===== src/rtl/serial_frame_tx.sv =====
// Serial frame transmitter front end: latches one {port, len, data} request and
// shifts out start bit, port, len and payload MSB-first, followed by an idle gap.
module serial_frame_tx #(
  parameter int PORT_W  = 2,
  parameter int LEN_W   = 4,
  parameter int DATA_W  = 15,
  parameter int GAP_CYC = 2
) (
  input  logic              clk,
  input  logic              rst,
  input  logic              req_valid,
  output logic              req_ready,
  input  logic [PORT_W-1:0] req_port,
  input  logic [LEN_W-1:0]  req_len,
  input  logic [DATA_W-1:0] req_data,
  input  logic              abort,
  output logic              ser_out,
  output logic              busy,
  output logic              done
);

  localparam int HW = PORT_W + LEN_W;
  localparam int CW = (PORT_W > LEN_W + 1) ? PORT_W : LEN_W + 1;
  localparam int GW = (GAP_CYC > 1) ? $clog2(GAP_CYC) : 1;

  typedef enum logic [2:0] {
    S_IDLE, S_START, S_PORT, S_LEN, S_DATA, S_GAP
  } state_t;

  state_t            state_q, state_d;
  logic [CW-1:0]     cnt_q, cnt_d;
  logic [GW-1:0]     gap_q, gap_d;
  logic [HW-1:0]     hdr_q, hdr_d;
  logic [LEN_W-1:0]  len_q, len_d;
  logic [DATA_W-1:0] data_q, data_d;
  logic              ser_q, ser_d;
  logic              ready_q, ready_d;
  logic              busy_q, busy_d;
  logic              done_q, done_d;
  logic              accept, in_frame;

  // ready is raised one cycle early (last gap cycle) so the accept edge
  // lands exactly at gap end and back-to-back frames see only GAP_CYC idles.
  assign accept   = req_valid && ready_q;
  assign in_frame = (state_q == S_START) || (state_q == S_PORT) ||
                    (state_q == S_LEN)   || (state_q == S_DATA);

  always_comb begin
    state_d = state_q;
    cnt_d   = cnt_q;
    gap_d   = gap_q;
    hdr_d   = hdr_q;
    len_d   = len_q;
    data_d  = data_q;
    ser_d   = 1'b1;
    ready_d = 1'b0;
    busy_d  = 1'b1;
    done_d  = 1'b0;

    case (state_q)
      S_IDLE: begin
        busy_d  = 1'b0;
        ready_d = 1'b1;
      end
      S_START: begin
        ser_d   = hdr_q[HW-1];
        hdr_d   = hdr_q << 1;
        cnt_d   = CW'(PORT_W - 1);
        state_d = S_PORT;
      end
      S_PORT: begin
        ser_d = hdr_q[HW-1];
        hdr_d = hdr_q << 1;
        if (cnt_q == '0) begin
          cnt_d   = CW'(LEN_W - 1);
          state_d = S_LEN;
        end else begin
          cnt_d = cnt_q - CW'(1);
        end
      end
      S_LEN: begin
        if (cnt_q != '0) begin
          ser_d = hdr_q[HW-1];
          hdr_d = hdr_q << 1;
          cnt_d = cnt_q - CW'(1);
        end else if (len_q != '0) begin
          ser_d   = data_q[DATA_W-1];
          data_d  = data_q << 1;
          cnt_d   = CW'(len_q) - CW'(1);
          state_d = S_DATA;
        end else begin
          state_d = S_GAP;
          gap_d   = GW'(GAP_CYC - 1);
          ready_d = (GAP_CYC == 1);
          done_d  = 1'b1;
        end
      end
      S_DATA: begin
        if (cnt_q != '0) begin
          ser_d  = data_q[DATA_W-1];
          data_d = data_q << 1;
          cnt_d  = cnt_q - CW'(1);
        end else begin
          state_d = S_GAP;
          gap_d   = GW'(GAP_CYC - 1);
          ready_d = (GAP_CYC == 1);
          done_d  = 1'b1;
        end
      end
      S_GAP: begin
        if (gap_q == '0) begin
          state_d = S_IDLE;
          busy_d  = 1'b0;
          ready_d = 1'b1;
        end else begin
          gap_d   = gap_q - GW'(1);
          ready_d = (gap_q == GW'(1));
        end
      end
      default: begin
        state_d = S_IDLE;
        busy_d  = 1'b0;
      end
    endcase

    if (abort && in_frame) begin
      state_d = S_GAP;
      gap_d   = GW'(GAP_CYC - 1);
      ready_d = (GAP_CYC == 1);
      ser_d   = 1'b1;
      done_d  = 1'b0;
    end

    // Payload is pre-aligned so data[N-1] sits at the MSB of the shifter.
    if (accept) begin
      state_d = S_START;
      ser_d   = 1'b0;
      busy_d  = 1'b1;
      ready_d = 1'b0;
      done_d  = 1'b0;
      cnt_d   = '0;
      gap_d   = '0;
      hdr_d   = {req_port, req_len};
      len_d   = req_len;
      data_d  = req_data << (DATA_W - int'(req_len));
    end
  end

  always_ff @(posedge clk) begin
    if (rst) begin
      state_q <= S_IDLE;
      cnt_q   <= '0;
      gap_q   <= '0;
      hdr_q   <= '0;
      len_q   <= '0;
      data_q  <= '0;
      ser_q   <= 1'b1;
      ready_q <= 1'b0;
      busy_q  <= 1'b0;
      done_q  <= 1'b0;
    end else begin
      state_q <= state_d;
      cnt_q   <= cnt_d;
      gap_q   <= gap_d;
      hdr_q   <= hdr_d;
      len_q   <= len_d;
      data_q  <= data_d;
      ser_q   <= ser_d;
      ready_q <= ready_d;
      busy_q  <= busy_d;
      done_q  <= done_d;
    end
  end

  assign ser_out   = ser_q;
  assign req_ready = ready_q;
  assign busy      = busy_q;
  assign done      = done_q;

endmodule


===== config.mk =====
export PLATFORM = sky130hd
export DESIGN_NAME = serial_frame_tx
export DESIGN_NICKNAME = d
export VERILOG_FILES = /design/src/rtl/serial_frame_tx.sv
export SDC_FILE = /design/constraint.sdc
export NUM_CORES = 1
export LEC_CHECK = 0
export ABC_CLOCK_PERIOD_IN_PS = 2700
export CORE_MARGIN = 1.5
export CORE_UTILIZATION = 50
export CTS_BUF_LIST = sky130_fd_sc_hd__clkbuf_2 sky130_fd_sc_hd__clkbuf_4 sky130_fd_sc_hd__clkbuf_8
export DETAILED_ROUTE_END_ITERATION = 16
export GPL_ROUTABILITY_DRIVEN = 0
export HOLD_SLACK_MARGIN = 0.02
export PLACE_DENSITY_LB_ADDON = 0.1
export SYNTH_ARGS = -nofsm -noshare
export SYNTH_HDL_FRONTEND = slang
export SYNTH_SLANG_ARGS = --single-unit

===== constraint.sdc =====
create_clock -name clk -period 2.7 [get_ports clk]
set_clock_uncertainty 0.05 [all_clocks]
set_input_delay 0.405 -clock clk [delete_from_list [all_inputs] [get_ports clk]]
set_output_delay 0.405 -clock clk [all_outputs]
set_load 0.02 [all_outputs]

## Word level (Yosys, flattened, before mapping)

Index checks and enable logic that the tools add are counted.
Widths: inputs -> output; s select.

| word-level totals | value |
|---|---|
| register bits | 38 |
| bits of input ports | 25 |
| output and inout bits | 4 |
| logic and storage cells | 110 |

| cells by class | value |
|---|---|
| add/subtract/negate cells | 4 |
| equal/unequal tests | 26 |
| shift operators | 1 |
| mux-type cells | 41 |
| bitwise gates (word level) | 1 |
| reduce and logical (&&, ||, !) cells | 25 |

Operators by type and width:

| kind | number |
|---|---|
| $mux 15 | 4 |
| $shl 15x32->15 | 1 |
| $pmux 15 s2 | 1 |
| $mux 5 | 4 |
| $pmux 5 s4 | 1 |
| $mux 1 | 18 |
| $ne 3x2->1 const B | 6 |
| $pmux 3 s6 | 1 |
| $mux 3 | 5 |
| $reduce_and 5->1 | 3 |
| $mux 6 | 2 |
| $pmux 6 s2 | 1 |
| $reduce_bool 4->1 | 3 |
| $ne 3x3->1 const B | 3 |
| $ne 2x2->1 const B | 4 |
| $ne 4x3->1 const B | 2 |
| $reduce_and 4->1 | 2 |
| $eq 3x2->1 const B | 2 |
| $eq 3x3->1 const B | 2 |
| $ne 3x1->1 const B | 2 |
| $pmux 1 s3 | 2 |
| $reduce_bool 3->1 | 2 |
| $reduce_or 2->1 | 3 |
| $logic_not 5->1 | 1 |
| 18 further kinds | 23 |

## Depth between registers and ports, before layout

| depth | value |
|---|---|
| depth in word-level cells | 7 |
| depth in mapped cells | 8 |
| gate-level depth less buffers | 7 |

## Worst setup path after synthesis

OpenSTA, ideal clock, no wires.

| timing path | value |
|---|---|
| kind | reg-to-reg |
| start point | register cnt_q[0] |
| end point | register cnt_q[3] |
| library setup time | 0.115 ns |
| data arrival time | 1.889 ns |
| data required time | 2.535 ns |
| setup slack | 0.646 ns |
| cell stages (with the launch flop) | 9 |
| path buffers | 1 |
| period minus slack after synthesis | 2.054 ns |
| path through | dfxtp_1 -> inv_1 -> ha_1 -> or4b_4 -> buf_2 -> nor4_1 -> a211o_1 -> a31oi_1 -> o21a_1 |

| on the way | value |
|---|---|
| word-level cells in the longest chain between the ends | 3 |
| elaborated cells on any way between the ends | 10 |
| classes of those cells | add/sub: 1; eq/ne: 2; mux: 4; reduce/logical: 3 |

RTL lines:

| element | line | RTL |
|---|---|---|
| from (decl) | 31 | `logic [CW-1:0] cnt_q, cnt_d;` |
| from (signal assigned) | 163 | `cnt_q <= cnt_d;` |
| $sub 5x1->5 (tied with other cells) | 78, 85, 102 |  |
| $mux 5 (tied with other cells) | 99 | `if (cnt_q != '0) begin` |
| $pmux 5 s4 or $reduce_and 3->1 (tied branches) | - |  |

Several ways; a longest one is shown, not always the timed one. The select of a mux whose other input is x is not followed.
A chain may end at the register's enable or synchronous reset.

## Worst setup path after layout

| timing path | value |
|---|---|
| start point | register cnt_q[0] |
| end point | register hdr_q[3] |

| on the way | value |
|---|---|
| word-level cells in the longest chain between the ends | 3 |

RTL lines:

| element | line | RTL |
|---|---|---|
| $reduce_bool 5->1 | 82 | `if (cnt_q != '0) begin` |
| $ne 3x2->1 (no line) | - |  |
| $reduce_and 2->1 (no line) | - |  |
| to (signal assigned) | 165 | `hdr_q <= hdr_d;` |
| to (decl) | 33 | `logic [HW-1:0] hdr_q, hdr_d;` |

Every way passes these cells.

==> flow_metrics.tcl <==
set metrics [dict create \
    path_buf_inv 1 \
    drive_above_1_share 0.142 \
    tightest_slew_ns 0.767 \
    cp_slowest_cell "a21oi_1" \
    tritoncts "yes" \
    rsz0062_at_grt "no" \
    nNetsFinal 364 \
    status "completed" \
    critPathKind "flip-flop to flip-flop" \
    ys_warn_count 0 \
    r2r_start "cnt_q[0]" \
    fp.coreArea_mm2 0.00511 \
    hold_end "len_q[1]" \
    numPlacedInstances 400 \
    numCtsBuffers 5 \
    finalCritPeriodShare 0.884 \
    slowest_delay_ns 0.63 \
    final_common_cell "dfxtp_1" \
    drtIter0Drc 85 \
    switching_share 0.344 \
    clk_path_buf_depth 2 \
    pwr-share-comb 0.359 \
    port_buffers 28 \
    cp_max_fo 12 \
    finalWirelength_um 6560 \
    hold_depth 2 \
    cts_setup_buffers 0 \
    cts_resized 0 \
    setup_viol 0 \
    synthCells 318 \
    tns_ns 0 \
    die_area_mm2 0.00576 \
    grt-ovfl-total 0 \
    area_growth_pct 16.7 \
    internal_power_uw 1130 \
    start_util 0.520 \
    track_usage 0.244 \
    relSlewSlack 0.489 \
    min_from "len_q[1]" \
    synth-main-ff-cell "dfxtp_1" \
    ys_ff_latch 38 \
    nFillCells 500 \
    ir_drop_v 0.000206 \
    period_needed_ns 2.39 \
    wl_met1_um 2820 \
    critPathArrivalTime_ns 2.50 \
    drc 0 \
    crit_family "compound AO/OA/AOI/OAI gates" \
    final_cells 408 \
    cts.sinks 38 \
    leakage_uw 0.00116 \
    syn-num-nets 345 \
    sequentialPowerShare 0.404 \
    endpoint_kind "flip-flop" \
    boundaryPins 29 \
    pwr-share-clk 0.237 \
    rows 26 \
    grt_pass1_wl_um 10700 \
    clk_latency_ns 0.29 \
    htreeDepth 2 \
    dr_wl_met3_um 270 \
    clk_pin_slew_ns 0.07 \
    route.top_layer_used "met4" \
    crit_chain "inv_1 -> ha_1 -> or4b_4 -> nor2_4 -> a21oi_1 -> nor3_1 -> a2111oi_0" \
    ys_seq_area_frac 0.286 \
    drv_cap 0 \
    grt_pass1_vias 2279 \
    hp-class "flip-flop to flip-flop" \
    synth_edf_count 0 \
    multi_input_area_mm2 0.00172 \
    critPathRequiredTime_ns 2.82 \
    die_h_um 75.9 \
    detail-route-antenna-nets 0 \
    rr_endpoint "hdr_q[3]" \
    hpwl_um 4850 \
    vias 2503 \
    clock.fmax_mhz 419 \
    async_flop_share 0 \
    finalMaxSlewViolations 0 \
    register_area_um2 761 \
    postSynthAreaPerCell_um2 8.35 \
    ys_types 61 \
    grt_antenna_before_repair 0 \
    final_cell_mix "38 x dfxtp_1, 29 x nor2_1, 28 x clkdlybuf4s50_1" \
    rrSetupSlack_ns 0.31 \
    via_per_inst 6.13 \
    reg2reg_depth 7 \
    synth_area_mm2 0.00266 \
    hold_buffers 0 \
    cts_root_buf "clkbuf_8" \
    power_switching_uw 594 \
    worstSetupStartpointType "flip-flop" \
    pwr_density_cell_mw_per_mm2 557 \
    grt_max_degree 33 \
    wl_met2_um 3290 \
    wire_per_inst_um 16.1 \
    diodes 0 \
    die_w_um 75.9 \
    drt_pass1_iterations 5 \
    final-hold-violation-count 0 \
]
==> Yosys cell counts (2+ instances only) <==
master | count | area share
mux2i_1 | 20 | 0.075
inv_1 | 8 | 0.011
and3_1 | 3 | 0.0071
a211oi_1 | 13 | 0.037
nor2b_1 | 4 | 0.0094
a22oi_1 | 2 | 0.0057
mux4_2 | 8 | 0.068
nor4b_1 | 2 | 0.0066
a31oi_1 | 4 | 0.0094
nor3_1 | 9 | 0.017
mux2_2 | 5 | 0.021
nand3_1 | 8 | 0.015
nor2_1 | 29 | 0.041
nand4_1 | 2 | 0.0047
and2_1 | 3 | 0.0071
a221oi_1 | 2 | 0.0066
xor2_1 | 4 | 0.013
nor3b_1 | 4 | 0.011
buf_2 | 8 | 0.015
ha_1 | 2 | 0.0094
dfxtp_1 | 38 | 0.29
o31a_1 | 2 | 0.0066
clkbuf_1 | 19 | 0.027
or3_1 | 2 | 0.0047
a2111oi_0 | 5 | 0.016
nand2b_1 | 4 | 0.0094
nor4_1 | 3 | 0.0071
buf_6 | 2 | 0.0085
a2111oi_2 | 2 | 0.011
a311oi_1 | 3 | 0.0099
a21oi_1 | 24 | 0.045
a211o_1 | 3 | 0.0099
nand2_1 | 27 | 0.038
o21ai_0 | 16 | 0.030
a32oi_1 | 2 | 0.0066
==> stage by stage <==
step	cell area, um^2	utilization	total power (uW)	setup slack, ns	hold WS [ns]
final	3100	0.607	1730	0.314	0.431
after global routing	3100	0.607	1840	0.0459	0.455
after CTS	3100	0.607	1730	0.285	0.430
after detailed placement	3000	0.588	1320	0.267	0.419
after global placement	3000	0.588	1320	0.301	0.408
after floorplan	2660	-	1140	0.646	0.398
==> layer usage <==
| metal | global-route usage | up-vias |
|---|---|---|
| met5 | 0 | - |
| met4 | 0.0952 | 0 |
| met3 | 0.0370 | 17 |
| met2 | 0.429 | 75 |
| met1 | 0.299 | 1178 |
| li1 | - | 1233 |
==> worst max-delay path by stage <==
stage | startpoint | to | slack [ns] | cells past startpoint
after global placement | req_len[0] | data_q[10] | 0.30 | 5
after CTS | cnt_q[0] | hdr_q[3] | 0.29 | 7
final | cnt_q[0] | hdr_q[3] | 0.31 | 7
after detailed placement | req_len[0] | data_q[10] | 0.27 | 5
after global routing | cnt_q[0] | hdr_q[2] | 0.05 | 7
after floorplan | cnt_q[0] | cnt_q[3] | 0.65 | 8
==> flip-flops by register name (all words and copies together) (netlist names) <==
| name | cells |
|---|---|
| state_q | 3 |
| ser_out | 1 |
| len_q | 4 |
| hdr_q | 6 |
| done | 1 |
| data_q | 15 |
| cnt_q | 5 |
| req_ready | 1 |
| busy | 1 |
| gap_q | 1 |
==> power groups by stage <==
stage / registers (uW) / clock network, uW / logic (uW)
finish: 697 / 410 / 620
global route: 707 / 445 / 683
CTS: 696 / 422 / 616
detailed placement: 709 / 0 / 614
global placement: 707 / 0 / 608
floorplan: 691 / 0 / 445
==> area by class of cell <==
type,count,area share
Clock buffer,7,0.0291
Clock inverter,1,0.00161
Inverter,8,0.00969
Multi-Input combinational cell,241,0.555
Sequential cell,38,0.245
Tap cell,70,0.0283
Timing Repair Buffer,43,0.131
==> cell families (layout without fill, tap and decap cells) <==
| family | Yosys count | in the layout | synth area share |
|---|---|---|---|
| mux | 33 | 33 | 0.164 |
| compound gates | 91 | 91 | 0.237 |
| simple gates | 111 | 111 | 0.224 |
| xor+xnor | 4 | 4 | 0.0132 |
| fa+ha+maj | 2 | 2 | 0.00942 |
| buf+inv | 39 | 59 | 0.0659 |
| flops | 38 | 38 | 0.286 |
==> worst register-to-register path, delay by kind of cell, from the launching register on <==
| family | cells | cell delay (ns) |
|---|---|---|
| simple gates | 3 | 0.50 |
| flops | 1 | 0.37 |
| compound gates | 2 | 1.00 |
| buf+inv | 1 | 0.09 |
| fa+ha+maj | 1 | 0.26 |
Note: power is estimated with default switching activity, not from simulation.
